[src/rtl/icache_pkg.sv]
// Shared types and widths for the instruction-cache miss/prefetch controller.
// A cache line number is {tag, idx}; byte address = {line, 3'b000}.
package icache_pkg;

    localparam int IDX_W     = 4;
    localparam int TAG_W     = 9;
    localparam int LINE_W    = 13;
    localparam int MEM_TAG_W = 4;
    localparam int PF_CNT_W  = 8;

    typedef enum logic [1:0] {
        MEM_NONE  = 2'd0,
        MEM_LOAD  = 2'd1,
        MEM_STORE = 2'd2
    } mem_cmd_t;

    typedef enum logic {
        PF_IDLE   = 1'b0,
        PF_ACTIVE = 1'b1
    } pf_state_t;

    typedef struct packed {
        logic                 valid;
        logic [MEM_TAG_W-1:0] mem_tag;
        logic [IDX_W-1:0]     idx;
        logic [TAG_W-1:0]     tag;
    } mshr_entry_t;

    localparam mshr_entry_t MSHR_EMPTY = '{valid: 1'b0, mem_tag: 4'h0, idx: 4'h0, tag: 9'h000};

    function automatic logic [63:0] line_to_addr(input logic [LINE_W-1:0] line);
        line_to_addr = {48'h0000_0000_0000, line, 3'b000};
    endfunction

endpackage

[src/rtl/icache_mshr_table.sv]
// Outstanding-load table: allocates the lowest free slot, frees on a matching
// memory tag, and offers two {idx,tag} lookup ports plus a full flag.
module icache_mshr_table
    import icache_pkg::*;
#(
    parameter int NUM_MSHR = 4
) (
    input  logic                 clock,
    input  logic                 reset,
    input  logic                 alloc_en,
    input  logic [MEM_TAG_W-1:0] alloc_mem_tag,
    input  logic [IDX_W-1:0]     alloc_idx,
    input  logic [TAG_W-1:0]     alloc_tag,
    input  logic [MEM_TAG_W-1:0] fill_mem_tag,
    output logic                 fill_hit,
    output logic [IDX_W-1:0]     fill_idx,
    output logic [TAG_W-1:0]     fill_tag,
    input  logic [IDX_W-1:0]     lookup_a_idx,
    input  logic [TAG_W-1:0]     lookup_a_tag,
    output logic                 lookup_a_hit,
    input  logic [IDX_W-1:0]     lookup_b_idx,
    input  logic [TAG_W-1:0]     lookup_b_tag,
    output logic                 lookup_b_hit,
    output logic                 full
);

    localparam int SLOT_W = (NUM_MSHR > 1) ? $clog2(NUM_MSHR) : 1;

    mshr_entry_t       entries_r [NUM_MSHR];
    logic [SLOT_W-1:0] free_slot_s;
    logic [SLOT_W-1:0] fill_slot_s;
    logic              any_free_s;

    // Slot scans run from the top down so the lowest matching index wins.
    always_comb begin
        any_free_s   = 1'b0;
        free_slot_s  = {SLOT_W{1'b0}};
        fill_hit     = 1'b0;
        fill_slot_s  = {SLOT_W{1'b0}};
        lookup_a_hit = 1'b0;
        lookup_b_hit = 1'b0;
        for (int i = NUM_MSHR - 1; i >= 0; i--) begin
            if (!entries_r[i].valid) begin
                any_free_s  = 1'b1;
                free_slot_s = SLOT_W'(i);
            end else if ((fill_mem_tag != 4'h0) && (entries_r[i].mem_tag == fill_mem_tag)) begin
                fill_hit    = 1'b1;
                fill_slot_s = SLOT_W'(i);
            end else begin
                fill_slot_s = fill_slot_s;
            end
            lookup_a_hit = lookup_a_hit | (entries_r[i].valid &&
                           ({entries_r[i].idx, entries_r[i].tag} == {lookup_a_idx, lookup_a_tag}));
            lookup_b_hit = lookup_b_hit | (entries_r[i].valid &&
                           ({entries_r[i].idx, entries_r[i].tag} == {lookup_b_idx, lookup_b_tag}));
        end
        full     = !any_free_s;
        fill_idx = entries_r[fill_slot_s].idx;
        fill_tag = entries_r[fill_slot_s].tag;
    end

    // Allocation and fill never target the same slot: one is free, the other valid.
    always_ff @(posedge clock) begin
        for (int i = 0; i < NUM_MSHR; i++) begin
            if (reset) begin
                entries_r[i] <= MSHR_EMPTY;
            end else if (alloc_en && any_free_s && (free_slot_s == SLOT_W'(i))) begin
                entries_r[i] <= '{valid: 1'b1, mem_tag: alloc_mem_tag, idx: alloc_idx, tag: alloc_tag};
            end else if (fill_hit && (fill_slot_s == SLOT_W'(i))) begin
                entries_r[i].valid <= 1'b0;
            end else begin
                entries_r[i] <= entries_r[i];
            end
        end
    end

endmodule

[src/rtl/icache_ctrl.sv]
// Instruction-cache miss/prefetch controller: zero-latency hits, demand-miss
// loads with tagged tracking, line fills and a sequential next-line prefetcher.
module icache_ctrl
    import icache_pkg::*;
#(
    parameter int NUM_MSHR = 4,
    parameter int PF_DEPTH = 2
) (
    input  logic                 clock,
    input  logic                 reset,
    input  logic                 fetch_req,
    input  logic [63:0]          fetch_addr,
    output logic [63:0]          icache_data_out,
    output logic                 icache_valid_out,
    output logic [IDX_W-1:0]     rd1_idx,
    output logic [TAG_W-1:0]     rd1_tag,
    input  logic [63:0]          rd1_data,
    input  logic                 rd1_valid,
    output logic [IDX_W-1:0]     pf_rd_idx,
    output logic [TAG_W-1:0]     pf_rd_tag,
    input  logic                 pf_valid,
    output logic                 wr1_en,
    output logic [IDX_W-1:0]     wr1_idx,
    output logic [TAG_W-1:0]     wr1_tag,
    output logic [63:0]          wr1_data,
    input  logic                 mem_grant,
    output logic [1:0]           proc2mem_command,
    output logic [63:0]          proc2mem_addr,
    input  logic [MEM_TAG_W-1:0] mem2proc_response,
    input  logic [63:0]          mem2proc_data,
    input  logic [MEM_TAG_W-1:0] mem2proc_tag
);

    localparam logic                PF_EN    = (PF_DEPTH != 32'sd0);
    localparam logic [PF_CNT_W-1:0] PF_START = PF_CNT_W'(PF_DEPTH);

    pf_state_t           pf_state_r;
    logic [LINE_W-1:0]   pf_addr_r;
    logic [PF_CNT_W-1:0] pf_count_r;

    logic [LINE_W-1:0] demand_line_s;
    logic [LINE_W-1:0] issue_line_s;
    logic              demand_in_table_s;
    logic              pf_in_table_s;
    logic              table_full_s;
    logic              fill_hit_s;
    logic [IDX_W-1:0]  fill_idx_s;
    logic [TAG_W-1:0]  fill_tag_s;
    logic              demand_miss_s;
    logic              pf_want_s;
    logic              accepted_s;
    logic              issue_demand_s;
    logic              issue_pf_s;
    logic              alloc_en_s;
    logic              unused_s;

    assign demand_line_s    = fetch_addr[15:3];
    assign unused_s         = ^{fetch_addr[63:16], fetch_addr[2:0]};
    assign rd1_idx          = demand_line_s[IDX_W-1:0];
    assign rd1_tag          = demand_line_s[LINE_W-1:IDX_W];
    assign pf_rd_idx        = pf_addr_r[IDX_W-1:0];
    assign pf_rd_tag        = pf_addr_r[LINE_W-1:IDX_W];
    assign icache_data_out  = rd1_data;
    assign icache_valid_out = !reset && fetch_req && rd1_valid;
    assign wr1_en           = !reset && fill_hit_s;
    assign wr1_idx          = fill_idx_s;
    assign wr1_tag          = fill_tag_s;
    assign wr1_data         = mem2proc_data;
    assign proc2mem_command = (issue_demand_s || issue_pf_s) ? MEM_LOAD : MEM_NONE;
    assign proc2mem_addr    = line_to_addr(issue_line_s);

    icache_mshr_table #(
        .NUM_MSHR(NUM_MSHR)
    ) u_mshr (
        .clock        (clock),
        .reset        (reset),
        .alloc_en     (alloc_en_s),
        .alloc_mem_tag(mem2proc_response),
        .alloc_idx    (issue_line_s[IDX_W-1:0]),
        .alloc_tag    (issue_line_s[LINE_W-1:IDX_W]),
        .fill_mem_tag (mem2proc_tag),
        .fill_hit     (fill_hit_s),
        .fill_idx     (fill_idx_s),
        .fill_tag     (fill_tag_s),
        .lookup_a_idx (rd1_idx),
        .lookup_a_tag (rd1_tag),
        .lookup_a_hit (demand_in_table_s),
        .lookup_b_idx (pf_rd_idx),
        .lookup_b_tag (pf_rd_tag),
        .lookup_b_hit (pf_in_table_s),
        .full         (table_full_s)
    );

    // Issue arbitration: a demand miss always beats a pending prefetch.
    always_comb begin
        demand_miss_s  = fetch_req && !rd1_valid && !demand_in_table_s;
        pf_want_s      = (pf_state_r == PF_ACTIVE) && !pf_valid && !pf_in_table_s;
        accepted_s     = (mem2proc_response != 4'h0);
        issue_demand_s = 1'b0;
        issue_pf_s     = 1'b0;
        issue_line_s   = pf_addr_r;
        if (demand_miss_s) begin
            issue_line_s = demand_line_s;
        end else begin
            issue_line_s = pf_addr_r;
        end
        if (reset || !mem_grant || table_full_s) begin
            issue_demand_s = 1'b0;
            issue_pf_s     = 1'b0;
        end else if (demand_miss_s) begin
            issue_demand_s = 1'b1;
        end else if (pf_want_s) begin
            issue_pf_s = 1'b1;
        end else begin
            issue_pf_s = 1'b0;
        end
        alloc_en_s = (issue_demand_s || issue_pf_s) && accepted_s;
    end

    // Prefetch walker; a line already present or already pending is skipped.
    always_ff @(posedge clock) begin
        if (reset) begin
            pf_state_r <= PF_IDLE;
            pf_addr_r  <= 13'h0000;
            pf_count_r <= 8'd0;
        end else if (issue_demand_s && accepted_s && PF_EN) begin
            pf_state_r <= PF_ACTIVE;
            pf_addr_r  <= demand_line_s + 13'd1;
            pf_count_r <= PF_START;
        end else begin
            case (pf_state_r)
                PF_IDLE: begin
                    pf_state_r <= PF_IDLE;
                end
                PF_ACTIVE: begin
                    if (!pf_want_s || (issue_pf_s && accepted_s)) begin
                        pf_addr_r  <= pf_addr_r + 13'd1;
                        pf_count_r <= pf_count_r - 8'd1;
                        if (pf_count_r <= 8'd1) begin
                            pf_state_r <= PF_IDLE;
                        end else begin
                            pf_state_r <= PF_ACTIVE;
                        end
                    end else begin
                        pf_state_r <= PF_ACTIVE;
                    end
                end
                default: begin
                    pf_state_r <= PF_IDLE;
                end
            endcase
        end
    end

endmodule

[config.mk]
export PLATFORM = sky130hd
export DESIGN_NAME = icache_ctrl
export DESIGN_NICKNAME = d
export VERILOG_FILES = /design/src/rtl/icache_pkg.sv /design/src/rtl/icache_mshr_table.sv /design/src/rtl/icache_ctrl.sv
export SDC_FILE = /design/constraint.sdc
export NUM_CORES = 1
export LEC_CHECK = 0
export ABC_AREA = 0
export CAP_MARGIN = 20
export CORE_AREA = 10 10 164 166
export CTS_BUF_LIST = sky130_fd_sc_hd__clkbuf_2
export CTS_CLUSTER_SIZE = 30
export DETAILED_ROUTE_END_ITERATION = 16
export DIE_AREA = 0 0 174 176
export MAX_ROUTING_LAYER = met4
export PLACE_DENSITY = 0.72
export RECOVER_POWER = 25
export SLEW_MARGIN = 0
export SYNTH_ARGS = -nofsm -noshare
export SYNTH_HDL_FRONTEND = slang
export SYNTH_SLANG_ARGS = --single-unit
[constraint.sdc]
create_clock -name clock -period 3.4 [get_ports clock]
set_clock_uncertainty 0.1 [all_clocks]
set_input_delay 0.34 -clock clock [delete_from_list [all_inputs] [get_ports clock]]
set_output_delay 0.34 -clock clock [all_outputs]
set_load 0.005 [all_outputs]
; Yosys cells after proc, flatten, opt, wreduce, memory -nomap -nowiden
; Memory sizes are Yosys's and may differ from the RTL's.
; Index checks and enable logic that the tools add are counted.
[word_totals]
inputBits = 206
memories = 1
mem_bits_rw = 72
regBits = 22
wordCells = 205
output_inout_bits = 235
[memory_table]
columns = name, words, word_bits, read_ports, rd_ports_with_merged_regs, write_ports, line_no
row1 = u_mshr.entries_r, 4, 18, 5, 0, 4, icache_mshr_table.sv:29  ; mshr_entry_t entries_r [NUM_MSHR];
[classes]
n_bitwise = 23
n_eq_ne = 18
order_cmp = 1
n_reduce_logical = 52
n_addsub = 3
muxes = 103
[ops]
columns = cell, n
row1 = 13-bit equality test, 8
row2 = 1-bit two-way mux, 75
row3 = 18-bit two-way mux, 4
row4 = 17-bit two-way mux, 4
row5 = 13-bit two-way mux, 4
row6 = 1-bit logical AND, 31
row7 = 2-bit two-way mux, 15
row8 = "13-bit by 1-bit adder with 13-bit output, second input constant", 2
row9 = 1-bit OR, 22
row10 = 4-bit equality test, 4
row11 = "2-bit equality test, second input constant", 4
row12 = "8-bit by 1-bit <= comparator with 1-bit output, second input constant", 1
row13 = 1-bit zero test, 8
row14 = 4-bit nonzero test, 2
row15 = "8-bit by 1-bit subtractor with 8-bit output, second input constant", 1
row16 = "2-bit by 1-bit equality test with 1-bit output, second input constant", 2
row17 = 2-bit zero test, 2
row18 = 1-bit logical OR, 4
row19 = 2-bit AND reduction, 2
row20 = 2-bit nonzero test, 2
row21 = 1-bit one-hot mux with 2 select lines, 1
row22 = 2-bit OR reduction, 1
row23 = 1-bit inverter, 1

; Longest topological paths before layout
; Gate-level depths: netlist (run 1).
; An unclocked memory read counts as a cell.
[logic_depth]
word_depth = 21
ltp_mapped = 16
ltp_nobuf = 14

; Modules after synthesis
; From an unflattened synthesis (run 1), not the netlist that was laid out.
[unflattened]
cells_unflattened = 829
hier_area_um2 = 7768.7
[modules_own_cells]
columns = module, cells_per_inst, n_inst, seq_area_each_um2, area_per_inst_um2
row1 = icache_mshr_table, 433, 1, 2162.1, 4718.3
row2 = icache_ctrl, 396, 1, 440.4, 3050.4

; Least setup slack after synthesis (run 1)
; OpenSTA, ideal clock, no wires.
[synth_timing]
path_kind = input-to-reg
from = input fetch_addr[8]
to = memory u_mshr.entries_r[2][0] (netlist name), enable pin
stages = 9
slack_ps = -15
required_time_ps = 2885
setup_ps = 415
arrival_time_ps = 2900
path_buffers = 1
cell_sequence = buf_2 > xnor2_1 > nand4_1 > nor4_2 > nor3_2 > nand2_2 > a21oi_1 > nand2_1 > o21ai_0
[synth_lines]
columns = item, line_no
row1 = from (decl), icache_ctrl.sv:12  ; input logic [63:0] fetch_addr,
row2 = to (decl), icache_mshr_table.sv:29

==> results.txt, run 1 <==
Status: completed
Cell Area, Synth: 0.00748 mm2
H-Tree Depth: 3
Adder-Cell Fraction of Synth Area: 0.502%
Slew HR: 66.0%
Post-synth top area cell: edfxtp_1
First-pass GRT wire length: 34800 um
Most common cell in the netlist: buf_4
Hpwl dp: 18600 um
Post-synth top cells: buf_4, xnor2_1, nor2_1
Tcrit/Tclk final: 98.5%
Via density: 4.82
Post-synth cell types: 55
Largest family of logic cells by synthesized area: buffers and inverters
Synthesis-stage register bit count: 94
Initial core utilization: 31.4%
Top Ports: 441
Tot Pwr: 2480 uW
Min Tclk post-route: 3.35 ns
Area grow syn2layout: 13.5%
Startpoint Class: register
GRT Util Overall: 15.3%
Share of flip-flops with an asynchronous set or reset: 0%
Largest stage delay, worst path: 0.52 ns
Leakage Power: 0.00330 uW
Post-synthesis mux area share: 1.74%
Setup WS pre-CTS: -0.281 ns
Fmax: 299 MHz
Antenna-violating nets left: 0
Longest Clk Path Bufs: 2
Post-synthesis compound-gate area fraction: 7.18%
DRT Wirelength: 23400 um
Xor-xnor portion of the synthesized cell area: 16.0%
Drt initial violations: 463
Worst VDD drop: 0.128 mV
Final Max Tran Viols: 0
Post-synth EDFFs: 72
Largest net degree at the start of global routing: 17
RR Startpoint: u_mshr.entries_r[1][12]
Cell Rows: 57
Share of the synthesized area in the top cell type: 28.9%
Hold buffers post-CTS: 0
Setup crit end: proc2mem_addr[9]
CTS Buf Count: 9
Multi-input gate area: 0.00349 mm2
Sequential element share of the synthesized area: 34.8%
Max-Cap Viols: 0
Die X: 174 um
Final Wtd Congestion: 0.966
DRT Pass-1 Iters: 6
Number of setup violations in the final report: 0
Power per cell area: 293 mW/mm2
Register Area: 0.00262 mm2
Layout cells sized above 1: 24.1%
Nets: 1053
Root buffer cell: clkbuf_2
Hold WS: 0.352 ns
Fillers: 2445
Fin worst setup slack: 0.0517 ns
Vias: 5668
Critical path origin: u_mshr.entries_r[1][12]
Die height: 176 um
Worst EP arrival: 2.91 ns
Post-Syn Instances: 824
Reg-to-reg setup timing slack: 0.19 ns
R2R cell count: 14
CP Max Fanout: 5
Commonest register cell after synthesis: edfxtp_1
CP max-delay cell: edfxtp_1
Worst hold-check path type: in2reg
Port bufs: 81
Initial antenna violation count: 1
RSZ-0062 raised after global routing: yes
Worst reg2reg endpoint: pf_addr_r[8]
Setup CP Type: reg2out
Tightest Pin Transition: 0.510 ns
Detail-routed net length per standard cell: 19.9 um
Vias in the first global route: 5764
Post-synthesis simple-gate area fraction: 15.5%
Critical Path RT: 2.96 ns
Die area: 0.0306 mm2
Final Hold Vio Count: 0
Core Box Area: 0.0238 mm2
Top cells by area, synth: edfxtp_1, buf_4, xnor2_1
Clock sinks: 94
CTS tree: done
Synth warn: 0
Total gr overflow: 0
Drt drc: 0
CTS clk-pin slew, worst paths: 0.27 ns
Critical path, cell by cell: xnor2_2 > nand4_1 > nor4_2 > buf_4 > nor3b_4 > nand2_4 > buf_12 > buf_6 > mux2i_4 > inv_1 > buf_2
Mean Syn Cell Area: 9.07 um2
CP endpoint kind: primary output
Clock latency on the worst-skew pair: 0.62 ns
-- state kept, by name, summed over array words and instances, names as in the netlist --
name	cells
pf_addr_r	13
pf_count_r	8
pf_state_r	1
u_mshr.entries_r	72
-- worst min-delay path by stage --
stage                         start                      end  slack (ns)  depth (start not counted)
2_1_floorplan         pf_count_r[6]            pf_count_r[6]        0.35                          2
4_1_cts        mem2proc_response[3]  u_mshr.entries_r[1][16]        0.31                          3
6_report       mem2proc_response[3]  u_mshr.entries_r[1][16]        0.35                          3
3_5_place_dp          pf_count_r[7]            pf_count_r[7]        0.37                          2
3_3_place_gp          pf_count_r[6]            pf_count_r[6]        0.36                          2
5_1_grt        mem2proc_response[3]  u_mshr.entries_r[0][16]        0.30                          3
-- kinds of logic (layout without fill, tap and decap cells) --
| kind of cell | Yosys count | after routing |
|---|---|---|
| AND/OR/NAND/NOR | 239 | 239 |
| adder cells (fa/ha/maj) | 3 | 3 |
| other | 1 | 54 |
| flip-flops | 94 | 94 |
| buffers and inverters | 267 | 241 |
| multiplexers | 13 | 13 |
| XOR/XNOR | 137 | 137 |
| AO/OA/AOI/OAI | 70 | 70 |
-- cell type report --
class / count / area share [%]
flip-flops and latches: 94 / 30.8
well taps: 324 / 4.78
inverters: 25 / 1.11
clock inverters: 5 / 0.516
diodes: 2 / 0.0590
repair buffers: 200 / 20.9
multi-input cells: 514 / 41.2
clock buffers: 11 / 0.648
-- layout by cell type (no fill, tap or decap), types with 22 or more instances in the layout --
cell type          n
buf_4            108
clkbuf_2          22
clkdlybuf4s50_1   56
conb_1            52
edfxtp_1          72
inv_1             22
nand2_1           58
nand4_1           31
nor2_1            87
xnor2_1          121
-- critical path, delay by kind of cell, from the launching register on --
family,cells,cell delay [ns]
xor+xnor,1,0.24
buf+inv,5,0.62
simple gates,4,0.64
mux,1,0.25
flops,1,0.52
-- timing repair --
| item | 4_1_cts | 5_1_grt |
|---|---|---|
| gates cloned | 1 | 0 |
| endpoints found under the setup margin | 26 | 48 |
| buffers inserted | 17 | 4 |
| pin swaps | 6 | 14 |
| resized for setup | 66 | 63 |
-- per-stage QoR --
| stage | util, % | TNS [ns] | cells | cell area, um2 |
|---|---|---|---|---|
| 3_5_place_dp | 33.4 | -7.32 | 1136 | 7960 |
| 3_3_place_gp | 33.4 | -3.93 | 1136 | 7960 |
| 2_1_floorplan | - | 0 | 875 | 7670 |
| 4_1_cts | 35.1 | 0 | 1170 | 8370 |
| 6_report | 35.6 | 0 | 1175 | 8490 |
| 5_1_grt | 35.6 | -0.925 | 1174 | 8490 |
-- metal layers --
| metal | vias to the layer above | track usage, % | share of wire [%] |
|---|---|---|---|
| met1 | 2677 | 16.4 | 38 |
| met4 | 0 | 8.73 | 5.1 |
| met5 | - | - | 0 |
| met2 | 317 | 24.5 | 48 |
| met3 | 102 | 5.17 | 9.0 |
| li1 | 2572 | - | - |
-- report_power, final --
group	internal (uW)	switching [uW]	leakage (uW)
Clock	110	418	0.0000603
Combinational	303	297	0.00231
Sequential	1290	69.8	0.000927
Total	1700	784	0.00330
No activity file was read; power rests on OpenSTA's default activity.
==> run 2, diff against run 1 <==
Settings changed: CORE_AREA 10 10 164 166 to unset, CORE_MARGIN set to 10, CORE_UTILIZATION set to 23, DIE_AREA 0 0 174 176 to unset, PLACE_DENSITY 0.72 to unset.
==> results.txt, run 2 (synthesis results as in run 1) <==
Layout cells sized above 1: 24.1%
Cell Rows: 65
Largest register FFs: 72
Post-route core utilization: 27.6%
Die height: 200 um
Total gr overflow: 0
Reg-to-reg setup timing slack: 0.17 ns
Fmax: 291 MHz
Vias: 5623
R2R cell count: 14
Fin worst setup slack: -0.0421 ns
CP Max Fanout: 6
GRT Util Overall: 12.6%
Initial antenna violation count: 1
Die X: 200 um
Clock sinks: 94
Largest stage delay, worst path: 0.51 ns
Final Wtd Congestion: 0.948
Power per cell area: 301 mW/mm2
Die area: 0.0401 mm2
Core Box Area: 0.0318 mm2
Via density: 4.33
Detail-routed net length per standard cell: 20.1 um
Tcrit/Tclk final: 101%
Tot Pwr: 2640 uW
Endpoint, Worst Hold: u_mshr.entries_r[1][13]
Setup CP Type: reg2out
Buf/Inv on CP: 6
Area grow syn2layout: 17.3%
Number of setup violations in the final report: 4
Crit path max-delay family: simple AND/OR/NAND/NOR gates
Antenna-violating nets left: 0
Clock latency on the worst-skew pair: 0.63 ns
First-pass GRT wire length: 37100 um
Drt initial violations: 465
Port bufs: 81
Hold WS: 0.333 ns
DRT Wirelength: 26100 um
Post-DP Area: 0.00809 mm2
CP endpoint kind: primary output
Biggest register: u_mshr.entries_r
CTS tree: done
Hold path cells: 3
Leakage Power: 0.00340 uW
Register Area: 0.00260 mm2
Drt drc: 0
DRT Pass-1 Iters: 7
Min Tclk post-route: 3.44 ns
Hold Path Origin: mem2proc_response[0]
Fillers: 3387
Max-Cap Viols: 0
Vias in the first global route: 5728
Slew HR: 61.0%
Failing checks: negative setup slack
Worst VDD drop: 0.191 mV
Biggest registers after layout: u_mshr.entries_r: 72 flops, pf_addr_r: 13 flops, pf_count_r: 8 flops
Most frequent cells in the layout: xnor2_1, buf_4, nor2_1
Final Max Tran Viols: 0
Longest Clk Path Bufs: 2
Largest net degree at the start of global routing: 20
CTS Buf Count: 9
Worst hold-check path type: in2reg
Most common cell after layout, fill and taps aside: xnor2_1
Critical Path RT: 2.96 ns
RSZ-0062 raised after global routing: yes
Tightest Pin Transition: 0.584 ns
Hpwl dp: 20800 um
Initial core utilization: 23.5%
Total negative slack: -0.102 ns
Worst reg2reg endpoint: pf_addr_r[8]
H-Tree Depth: 3
Top Ports: 441
CP max-delay cell: edfxtp_1
Final Hold Vio Count: 0
Startpoint Class: register
Root buffer cell: clkbuf_2
Nets: 1067
Multi-input gate area: 0.00349 mm2
Hold buffers post-CTS: 0
Design Area, Final: 0.00877 mm2
Critical path, cell by cell: xnor2_2 > nand4_1 > nor4_4 > buf_4 > nor3b_4 > nand2_2 > buf_12 > buf_4 > buf_6 > mux2i_4 > inv_1 > buf_2
Status: finished, violations left
Most frequent CP cell: buf_4
RR Startpoint: u_mshr.entries_r[1][10]
Worst EP arrival: 3.00 ns
CTS clk-pin slew, worst paths: 0.27 ns
==> run 2: cell types whose count changed in the layout (fill, tap and decap cells not counted), moves of 3 or more <==
cell	change
clkbuf_2	-13
buf_2	+11
dfxtp_1	+9
dfxtp_2	-9
buf_4	+8
buf_6	+5
inv_1	-4
dlygate4sd2_1	+3
inv_2	+3
nand2_1	+3
nor4_2	-3
==> run 2: metal layers <==
layer  vias to the layer above  routed length [um]  track usage [%]
met5                         -                   0                -
met4                         0                1180             5.49
met3                        99                2180             4.17
met2                       277               12800             21.2
met1                      2652                9930             13.2
li1                       2595                   -                -
==> run 2: stage by stage <==
stage	setup slack, ns	std cells
after floorplan	0.393	875
after global placement	-0.307	1244
after detailed placement	-0.330	1244
after CTS	-0.121	1282
after global routing	-0.186	1298
final	-0.0421	1298
==> run 2: area by class of cell <==
cell class                      count  share of cell area, %
Antenna cell                        1                 0.0285
Clock buffer                        9                  0.513
Clock inverter                      6                   1.07
Inverter                           25                   1.10
Multi-Input combinational cell    514                   39.8
Sequential cell                    94                   29.7
Tap cell                          435                   6.20
Timing Repair Buffer              214                   21.6
==> run 2: worst max path at each step <==
stage / from / endpoint / slack, ns / cells after the start
after floorplan: fetch_addr[8] / pf_addr_r[8] / 0.39 / 14
after CTS: u_mshr.entries_r[1][6] / proc2mem_addr[3] / -0.12 / 12
after global placement: fetch_addr[6] / pf_addr_r[8] / -0.31 / 14
after global routing: u_mshr.entries_r[1][2] / proc2mem_addr[13] / -0.19 / 12
final: u_mshr.entries_r[1][10] / proc2mem_addr[3] / -0.04 / 12
after detailed placement: fetch_addr[6] / pf_addr_r[12] / -0.33 / 16
==> run 2: worst min-delay path, stage by stage <==
cell and delay (ns):
clkdlybuf4s50_1 0.39, inv_1 0.14, nor2_1 0.06
==> run 2: timing repair <==
item,CTS,global route
gates cloned,1,2
endpoints found under the setup margin,27,28
buffers inserted,22,14
pin swaps,12,21
resized for setup,103,36
==> run 2: power breakdown <==
group          leakage [uW]  switching [uW]  internal, uW
Combinational       0.00240             309           312
Clock             0.0000790             419           246
Sequential         0.000923            65.9          1280
Total               0.00340             794          1840
==> edit: new RTL, flow settings as in run 2 <==
Reset style: asynchronous (`reset`), changed in one clocked block.
--- a/src/rtl/icache_ctrl.sv
+++ b/src/rtl/icache_ctrl.sv
@@ -119,5 +119,5 @@
 
     // Prefetch walker; a line already present or already pending is skipped.
-    always_ff @(posedge clock) begin
+    always_ff @(posedge clock or posedge reset) begin
         if (reset) begin
             pf_state_r <= PF_IDLE;
Behaviour: not the same (a bounded check fails within 4 cycles, from zero or initial values and one cycle with reset high; the reset may be asserted at any time).
==> edit against run 2 <==
- worst setup slack gained 0.054 ns
- area after synthesis is 2.8% higher
- wire length increased by 9.1%
- design area up 1.9%
- critical path depth down 1
- register-to-register slack better by 0.03 ns
- sequential cell count did not move
- critical path type unchanged
- largest cell class unchanged
- highest routed layer unchanged
Power is not compared: it rests on default switching activity, and its combinational part moved more than twofold at a synthesized area within 25%.
==> edit: results (changes against run 2) <==
clock_tree:
  clk_pin_slew_ns: 0.32  # was 0.27 ns
  clkLatencyLatePin_ns: 0.64
  clock_path_buffers: 2  # unchanged
  cts_buffers: 9  # unchanged
setup_path:
  crit_path_end: "proc2mem_addr[6]"  # was proc2mem_addr[3]
  cp-startpoint: "u_mshr.entries_r[0][7]"  # was u_mshr.entries_r[1][10]
  worst_r2r_endpoint: "pf_addr_r[10]"  # was pf_addr_r[8]
  r2r_slack_ns: 0.20  # was 0.17 ns
  critPathMaxFanout: 4  # was 6
  cp.arrival_ns: 2.95  # was 3.00 ns
  worst_r2r_path_depth: 16  # was 14
  r2r_start: "u_mshr.entries_r[0][3]"  # was u_mshr.entries_r[1][10]
global_route:
  grt_util_met3: 0.05206  # was 0.04175
  grt_use_met2: 0.2249  # was 0.2125
  grt.met1_usage: 0.1487  # was 0.1320
  grt_pass1_vias: 5921  # was 5728
  grt.overflow.total: 0  # unchanged
  grt_max_degree: 30  # was 20
  grt_util_all_layers: 0.1392  # was 0.1258
  grt_pass1_wl_um: 41060  # was 37100 um
  antenna_found_initial: 0  # was 1
placement:
  post-place-ws_ns: -0.4866  # was -0.3297 ns
  hpwl_um: 23470  # was 20770 um
  place.gp.congestion: 0.9541  # was 0.9479
  place_area_um2: 8388  # was 8085 um2
  place_inst: 1265  # was 1244
power:
  pwr.group.clock_uw: 684
  p_int_uw: 2722
  p_leak_uw: 0.003421
yosys:
  synth_compound_area_frac: 0.06286  # was 0.07179
  syn_inst: 828  # was 824
  ys_seq_area_frac: 0.3530  # was 0.3481
  ys.flop_type: "edfxtp_1"  # unchanged
  synthAdderAreaFrac: 0.004885  # was 0.005020
  synth_edf_count: 72  # unchanged
  yosys.area_share.xor_xnor: 0.1539  # was 0.1605
  muxShareOfSynthArea: 0.02133  # was 0.01740
  async_reset_ff_frac: 0.2340  # was 0
  ys_top_cells_by_area: "edfxtp_1 (28%), buf_4 (20%), xnor2_1 (14%)"  # was edfxtp_1 (29%), buf_4 (20%), xnor2_1 (14%)
  yosysUniqueCellTypes: 53  # was 55
  synth_commonest_cells: "buf_4 (205), xnor2_1 (119), nor2_1 (86)"  # was buf_4 (197), xnor2_1 (123), nor2_1 (92)
final_layout:
  antennaDiodeCount: 0  # was 1
  fin_nets: 1066  # was 1067
  drive_gt1_frac: 0.2541  # was 0.2413
routing:
  wirelength_um: 28500  # was 26120 um
  wl_met3_um: 3006  # was 2183 um
  met1_length_um: 10340  # was 9933 um
  vias_per_cell: 4.420  # was 4.332
  drtPass1Iterations: 5  # was 7
  wl_per_cell_um: 21.85  # was 20.12 um
  drt_iter0_drc: 645  # was 465
  met2WireLength_um: 13820  # was 12820 um
min_path:
  hold_class: "in2async"  # was in2reg
job:
  drv_cap: 0  # unchanged
status:
  status: "completed"  # was finished with violations
timing:
  max_freq_mhz: 295.1  # was 290.5 MHz
  timing.hold.ws_ns: 0.1740  # was 0.3325 ns
  slew_headroom: 0.5563  # was 0.6104
## edit: cell types whose count changed after synthesis, moves of 6 or more
cell      delta
nand3_1      +8
dfrtp_1     +22
o31a_1       +8
nor2_1       -6
clkbuf_1    -10
nand2_1      -7
a21oi_1      -8
nor4_1       +7
nor2_2      +10
dfxtp_1     -22
buf_4        +8
## edit: cell type report
cell class              count  area [um2]
multi-input cells         516        3497
flip-flops and latches     94        2718
well taps                 442       553.0
inverters                  26       97.59
clock inverters             6       95.09
fillers                  3487       23850
clock buffers              10       50.05
repair buffers            210        1926
## edit: critical path, stage by stage (launching register included)
cell	delay [ns]
edfxtp_1	0.50
xnor2_1	0.19
nand4_1	0.23
nor4_4	0.43
nor3b_4	0.11
nand2_4	0.13
buf_12	0.13
buf_6	0.10
mux2i_2	0.23
buf_4	0.16
inv_2	0.03
buf_6	0.10
## edit: timing repair
item                                    CTS  global route
pin swaps                                19            24
endpoints found under the setup margin   27            29
gates resized for setup                 120            24
gates cloned                              2             0
setup buffers                            22             7
